$ cat src/rtl/piso_shift_reg_pkg.sv
// Shared FSM state encodings and bit-order constants for the parametrised PISO.
package piso_shift_reg_pkg;

    localparam logic [1:0] ST_IDLE   = 2'd0;
    localparam logic [1:0] ST_SHIFT  = 2'd1;
    localparam logic [1:0] ST_PARITY = 2'd2;

    localparam logic ORDER_MSB_FIRST = 1'b0;
    localparam logic ORDER_LSB_FIRST = 1'b1;

endpackage

$ cat src/rtl/piso_bit_counter.sv
// Serial bit counter: clears on word load, counts shifted data bits, saturates at WIDTH.
module piso_bit_counter
    import piso_shift_reg_pkg::*;
#(
    parameter int WIDTH = 8
) (
    input  logic clk,
    input  logic reset,
    input  logic clr,
    input  logic en,
    output logic tc
);

    localparam int CW = $clog2(WIDTH + 1);

    logic [CW-1:0] cnt;

    always_ff @(posedge clk or posedge reset) begin
        if (reset) begin
            cnt <= '0;
        end else if (clr) begin
            cnt <= '0;
        end else if (en && (cnt != CW'(WIDTH))) begin
            cnt <= cnt + CW'(1);
        end
    end

    // tc marks the final data bit of the word currently on the line
    assign tc = (cnt == CW'(WIDTH - 1));

endmodule

$ cat src/rtl/piso_shift_reg.sv
// Parallel-in/serial-out shift register with valid/ready load and back-to-back streaming.
// Optional trailing parity bit enabled by defining PISO_PARITY_EN.
//   state     | meaning
//   ST_IDLE   | no word in flight, s_out = IDLE_VAL, ready for a load
//   ST_SHIFT  | data bits on s_out, advance one per shift_en
//   ST_PARITY | parity bit on s_out (PISO_PARITY_EN only)
module piso_shift_reg
    import piso_shift_reg_pkg::*;
#(
    parameter int   WIDTH      = 8,
    parameter logic FILL_VAL   = 1'b0,
    parameter logic IDLE_VAL   = 1'b1,
    parameter logic ODD_PARITY = 1'b0
) (
    input  logic             clk,
    input  logic             reset,
    input  logic             shift_en,
    input  logic             ld_valid,
    output logic             ld_ready,
    input  logic [WIDTH-1:0] d_in,
    input  logic             lsb_first,
    output logic             s_out,
    output logic             s_valid,
    output logic             s_last,
    output logic             busy
);

    logic [1:0]       state;
    logic [1:0]       state_nxt;
    logic [WIDTH-1:0] sreg;
    logic [WIDTH-1:0] sreg_shf;
    logic             dir;
    logic             tc;
    logic             par_bit;
    logic             accept;
    logic             shift_data;

    assign s_valid    = (state != ST_IDLE);
    assign busy       = s_valid;
    assign ld_ready   = (state == ST_IDLE) || (s_last && shift_en);
    assign accept     = ld_valid && ld_ready;
    assign shift_data = (state == ST_SHIFT) && shift_en;

`ifdef PISO_PARITY_EN
    assign s_last = (state == ST_PARITY);

    always_ff @(posedge clk or posedge reset) begin
        if (reset) begin
            par_bit <= 1'b0;
        end else if (accept) begin
            par_bit <= (^d_in) ^ ODD_PARITY;
        end
    end
`else
    assign s_last = (state == ST_SHIFT) && tc;
    // ST_PARITY is unreachable in this build; the mux leg is a constant tie-off
    assign par_bit = ODD_PARITY;
`endif

    generate
        if (WIDTH == 1) begin : g_shift_one
            assign sreg_shf = FILL_VAL;
        end else begin : g_shift_multi
            assign sreg_shf = (dir == ORDER_MSB_FIRST) ? {sreg[WIDTH-2:0], FILL_VAL}
                                                       : {FILL_VAL, sreg[WIDTH-1:1]};
        end
    endgenerate

    always_comb begin
        s_out = IDLE_VAL;
        case (state)
            ST_SHIFT:  s_out = (dir == ORDER_LSB_FIRST) ? sreg[0] : sreg[WIDTH-1];
            ST_PARITY: s_out = par_bit;
            default:   s_out = IDLE_VAL;
        endcase
    end

    // An accept always starts a fresh word, including the reload on a final edge
    always_comb begin
        state_nxt = state;
        if (accept) begin
            state_nxt = ST_SHIFT;
        end else begin
            case (state)
                ST_SHIFT: begin
                    if (shift_en && tc) begin
`ifdef PISO_PARITY_EN
                        state_nxt = ST_PARITY;
`else
                        state_nxt = ST_IDLE;
`endif
                    end
                end
                ST_PARITY: begin
                    if (shift_en) state_nxt = ST_IDLE;
                end
                default: state_nxt = ST_IDLE;
            endcase
        end
    end

    always_ff @(posedge clk or posedge reset) begin
        if (reset) begin
            state <= ST_IDLE;
            sreg  <= '0;
            dir   <= ORDER_MSB_FIRST;
        end else begin
            state <= state_nxt;
            if (accept) begin
                sreg <= d_in;
                dir  <= lsb_first;
            end else if (shift_data) begin
                sreg <= sreg_shf;
            end
        end
    end

    piso_bit_counter #(
        .WIDTH (WIDTH)
    ) u_bit_counter (
        .clk   (clk),
        .reset (reset),
        .clr   (accept),
        .en    (shift_data),
        .tc    (tc)
    );

endmodule

$ cat config.mk
export PLATFORM = sky130hd
export DESIGN_NAME = piso_shift_reg
export DESIGN_NICKNAME = d
export VERILOG_FILES = /design/src/rtl/piso_shift_reg_pkg.sv /design/src/rtl/piso_bit_counter.sv /design/src/rtl/piso_shift_reg.sv
export SDC_FILE = /design/constraint.sdc
export NUM_CORES = 1
export LEC_CHECK = 0
export BUFFER_PORTS_ARGS = -buffer_cell sky130_fd_sc_hd__buf_2
export CORE_ASPECT_RATIO = 0.7
export CORE_MARGIN = 8
export CORE_UTILIZATION = 40
export DETAILED_ROUTE_END_ITERATION = 12
export PLACE_DENSITY = 0.68
export SKIP_CTS_REPAIR_TIMING = 1
export SLEW_MARGIN = 10
export SYNTH_ARGS = -nofsm -noshare
export SYNTH_HDL_FRONTEND = slang
export SYNTH_HIERARCHICAL = 1
export SYNTH_SLANG_ARGS = --single-unit
$ cat constraint.sdc
create_clock -name clk -period 3.7 [get_ports clk]
set_clock_uncertainty 0.1 [all_clocks]
set_input_delay 1.11 -clock clk [delete_from_list [all_inputs] [get_ports clk]]
set_output_delay 1.11 -clock clk [all_outputs]
set_load 0.005 [all_outputs]
[After elaboration in Yosys (flattened, before gate mapping)]
Index checks and enable logic that the tools add are counted.
Word-level totals
  latch bits: 0
  bits in registers: 15
  memory bits (writable): 0
  memories: 0
  bits in read-only memories: 0
Cells by class
  magnitude comparators: 0
  multiply operators: 0
  div/mod/pow operators: 0
  bitwise gates (word level): 0
  add/subtract/negate cells: 1
  reduce and logical (&&, ||, !) cells: 12
  multiplexer cells: 11
  equal/unequal tests: 6
  shift-type cells: 0
Operators with widths (number)
  $mux 8: 3
  $mux 4: 2
  $logic_and 1x1->1: 6
  $mux 2: 3
  $reduce_bool 2->1: 3
  $add 4x1->4 const B: 1
  $eq 4x3->1 const B: 1
  $ne 4x4->1 const B: 1
  $pmux 2 s2: 1
  $ne 3x2->1 const B: 1
  $ne 3x3->1 const B: 1
  $eq 2x1->1 const B: 1
  $eq 2x2->1 const B: 1
  $logic_not 2->1: 1
  $pmux 1 s2: 1
  $reduce_and 2->1: 1
  $logic_or 1x1->1: 1
  $mux 1: 1

[Logic depth before layout (Yosys ltp)]
  word-level depth: 7
  gate-level depth with buffers: 7
  gate-level depth less buffers: 6

[Cells and area by module]
The synthesis kept the hierarchy.
By module, submodules not included
  piso_shift_reg: area an instance 650.6 um^2, times used 1, cells an instance 61
  piso_bit_counter: area an instance 242.7 um^2, times used 1, cells an instance 25

[Worst setup path before layout]
Ideal clock, no wire load.
  path type: input to output
  start: in shift_en
  end: out ld_ready
  path slack: 1078 ps
  required time: 2490 ps
  stages on the path: 2
  path buffers: 1
  data arrival time: 1412 ps
  cells stage by stage: a21bo_1 -> buf_6
Between the ends
  longest elaborated chain between the ends: 2
Ends and longest elaborated chain
  start, declared: line piso_shift_reg.sv:17  | input logic shift_en,
  $logic_and 1x1->1: line piso_shift_reg.sv:40  | assign ld_ready = (state == ST_IDLE) || (s_last && shift_en);
  $logic_or 1x1->1: line piso_shift_reg.sv:40
  end, declared: line piso_shift_reg.sv:19  | output logic ld_ready,
Every way passes these cells.

[Final worst setup path]
Ends and elaborated chain as after synthesis.

==> results_dict.tcl <==
set metrics [dict create \
    status "finished, final reports clean" \
    synth.distinct_cells 26 \
    clock-root-buffer "clkbuf_4" \
    reg2reg_to "sreg[0]$_DFFE_PP0P_" \
    syn2layout_area_growth_pct 10.8 \
    min_to "sreg[7]$_DFFE_PP0P_" \
    ys_ff_latch 14 \
    mostFrequentLayoutCells "buf_2 (17), inv_1 (16), dfrtp_1 (14)" \
    cp-end-kind "primary output" \
    clk_pin_slew_ns 0.08 \
    num_rows 14 \
    arrival_ns 1.72 \
    io_buffer_count 17 \
    path_max_fanout 11 \
    grt_start_max_net_pins 17 \
    hold_start "sreg[7]$_DFFE_PP0P_" \
    cellLeakagePower_nw 0.490 \
    wl_met1_um 828 \
    cts_made_buffers 3 \
    gp_congestion 0.816 \
    power_frac_seq 0.446 \
    antenna_left 0 \
    grt_pass1_vias 617 \
    synth_cells 86 \
    dr_wl_met2_um 699 \
    fp.dieArea_um2 4030 \
    clkPwrFrac 0.125 \
    cts.htree.levels 1 \
    grtUsageTotal 0.0889 \
    fp.dieH_um 55.5 \
    finalCritPeriodShare 0.793 \
    peakVddDrop_uv 180 \
    routed_wl_mm 1.66 \
    antenna_found_initial 0 \
    fin_setup_tns_ns 0 \
    cp.required_ns 2.49 \
    ys_warn_count 6 \
    reg2reg_depth 5 \
    finalSetupViolations 0 \
    nets 117 \
    fmax_mhz 341 \
    synthArstFlopShare 1.00 \
    layout_commonest_cell "buf_2" \
    syn_nets 101 \
    hp-class "flop to flop" \
    grt_setup_unrepaired "false" \
    critPathLaunchType "primary input" \
    cts_tree "done" \
    path_class "primary input to primary output" \
    diodes 0 \
    fill_cells 214 \
    maxSlewViolCount 0 \
    avgSynthCellArea_um2 10.4 \
    grt_pass1_wl_mm 2.84 \
    insertion_delay_ns 0.28 \
    die_w_um 72.5 \
    powerDensity_nw_per_um2 672 \
    period_needed_ns 2.93 \
    worst_pin_slew_ns 0.839 \
    relSlewSlack 0.430 \
    synth-main-ff-cell "dfrtp_1" \
    p_comb_frac 0.429 \
    switching_share 0.361 \
    max_cap_viol_count 0 \
    start_util 0.418 \
    hold_depth 1 \
    vias_per_cell 4.78 \
    finalInstanceArea_um2 990 \
    dr.pass1.iters 4 \
    r2r_start "u_bit_counter/cnt[0]$_DFFE_PP0P_" \
    grt.overflow.total 0 \
    routedWlPerCell_um 12.6 \
    r2r_slack_ns 1.72 \
    cts_sinks 14 \
    p_switching_w 0.000240 \
    ys_seq_area_frac 0.392 \
    core_um2 2140 \
    vias 631 \
    routed.top_layer "met4" \
    p_int_w 0.000425 \
    drive_gt1_frac 0.320 \
    dpl.hpwl_mm 1.27 \
    io_pins 18 \
    drt-initial-drc-count 24 \
    synth_edf_count 0 \
    placed_area_um2 967 \
    hold_violations 0 \
    remaining_drc_errors 0 \
    cts.path.max_buffers 2 \
    syn_area_um2 893 \
    wl_met3_um 115 \
]
[registers in the layout, indices dropped and copies added (netlist names)]
name               cells
u_bit_counter/cnt      4
sreg                   8
dir                    1
state                  1
[metrics by stage]
stage	hold WS [ns]	setup WS, ns	instances	total power [W]	utilization
3_5_place_dp	0.426	0.753	129	0.000585	0.453
3_3_place_gp	0.427	0.768	129	0.000576	0.453
2_1_floorplan	0.395	1.08	86	0.000532	-
6_report	0.446	0.765	132	0.000665	0.463
4_1_cts	0.446	0.752	132	0.000672	0.463
5_1_grt	0.464	0.706	132	0.000723	0.463
[worst max path at each step]
| stage | start | to | slack (ns) |
|---|---|---|---|
| 2_1_floorplan | shift_en | ld_ready | 1.08 |
| 3_3_place_gp | shift_en | ld_ready | 0.77 |
| 3_5_place_dp | shift_en | ld_ready | 0.75 |
| 4_1_cts | shift_en | ld_ready | 0.75 |
| 5_1_grt | shift_en | ld_ready | 0.71 |
| 6_report | shift_en | ld_ready | 0.77 |
[layout make-up]
| type | instances | area [µm²] | area share |
|---|---|---|---|
| repair buffers | 17 | 85.1 | 0.0860 |
| inverters | 16 | 60.1 | 0.0607 |
| flip-flops and latches | 14 | 350 | 0.354 |
| clock buffers | 3 | 22.5 | 0.0228 |
| well taps | 32 | 40.0 | 0.0405 |
| multi-input cells | 50 | 432 | 0.436 |
[per-layer routing]
metal,global-route usage,vias to the layer above
met1,0.114,286
met4,0.0341,0
met5,0,-
li1,-,325
met3,0.0396,2
met2,0.126,18
[synth_stat cells, types with 2 or more instances]
master | instances | area, µm²
ha_1 | 2 | 25.0
a211oi_1 | 7 | 52.6
nand2_1 | 5 | 18.8
and2_1 | 2 | 12.5
nand2b_1 | 3 | 18.8
inv_1 | 16 | 60.1
dfrtp_1 | 14 | 350
mux2_2 | 7 | 78.8
buf_6 | 3 | 33.8
a221o_1 | 2 | 20.0
nor2_1 | 3 | 11.3
mux2i_1 | 2 | 20.0
buf_2 | 2 | 10.0
a221oi_1 | 6 | 52.6
[worst max-delay path, stage by stage]
cell and delay (ns):
buf_2 0.10, a21bo_1 0.33, buf_2 0.19
[power groups by stage]
stage                     logic, W  clock network [W]  registers, W
after CTS                 0.000289          0.0000878      0.000295
final                     0.000285          0.0000831      0.000296
after global placement    0.000279                  0      0.000297
after detailed placement  0.000287                  0      0.000298
after floorplan           0.000268                  0      0.000263
after global routing      0.000325          0.0000909      0.000307
[cells by family after synthesis]
group,Yosys count,synth area share
multiplexers,11,0.143
XOR/XNOR,1,0.00981
adder cells (fa/ha/maj),2,0.0280
flip-flops,14,0.392
buffers and inverters,22,0.125
AND/OR/NAND/NOR,17,0.106
AO/OA/AOI/OAI,19,0.196
No activity file was read; power rests on OpenSTA's default activity.
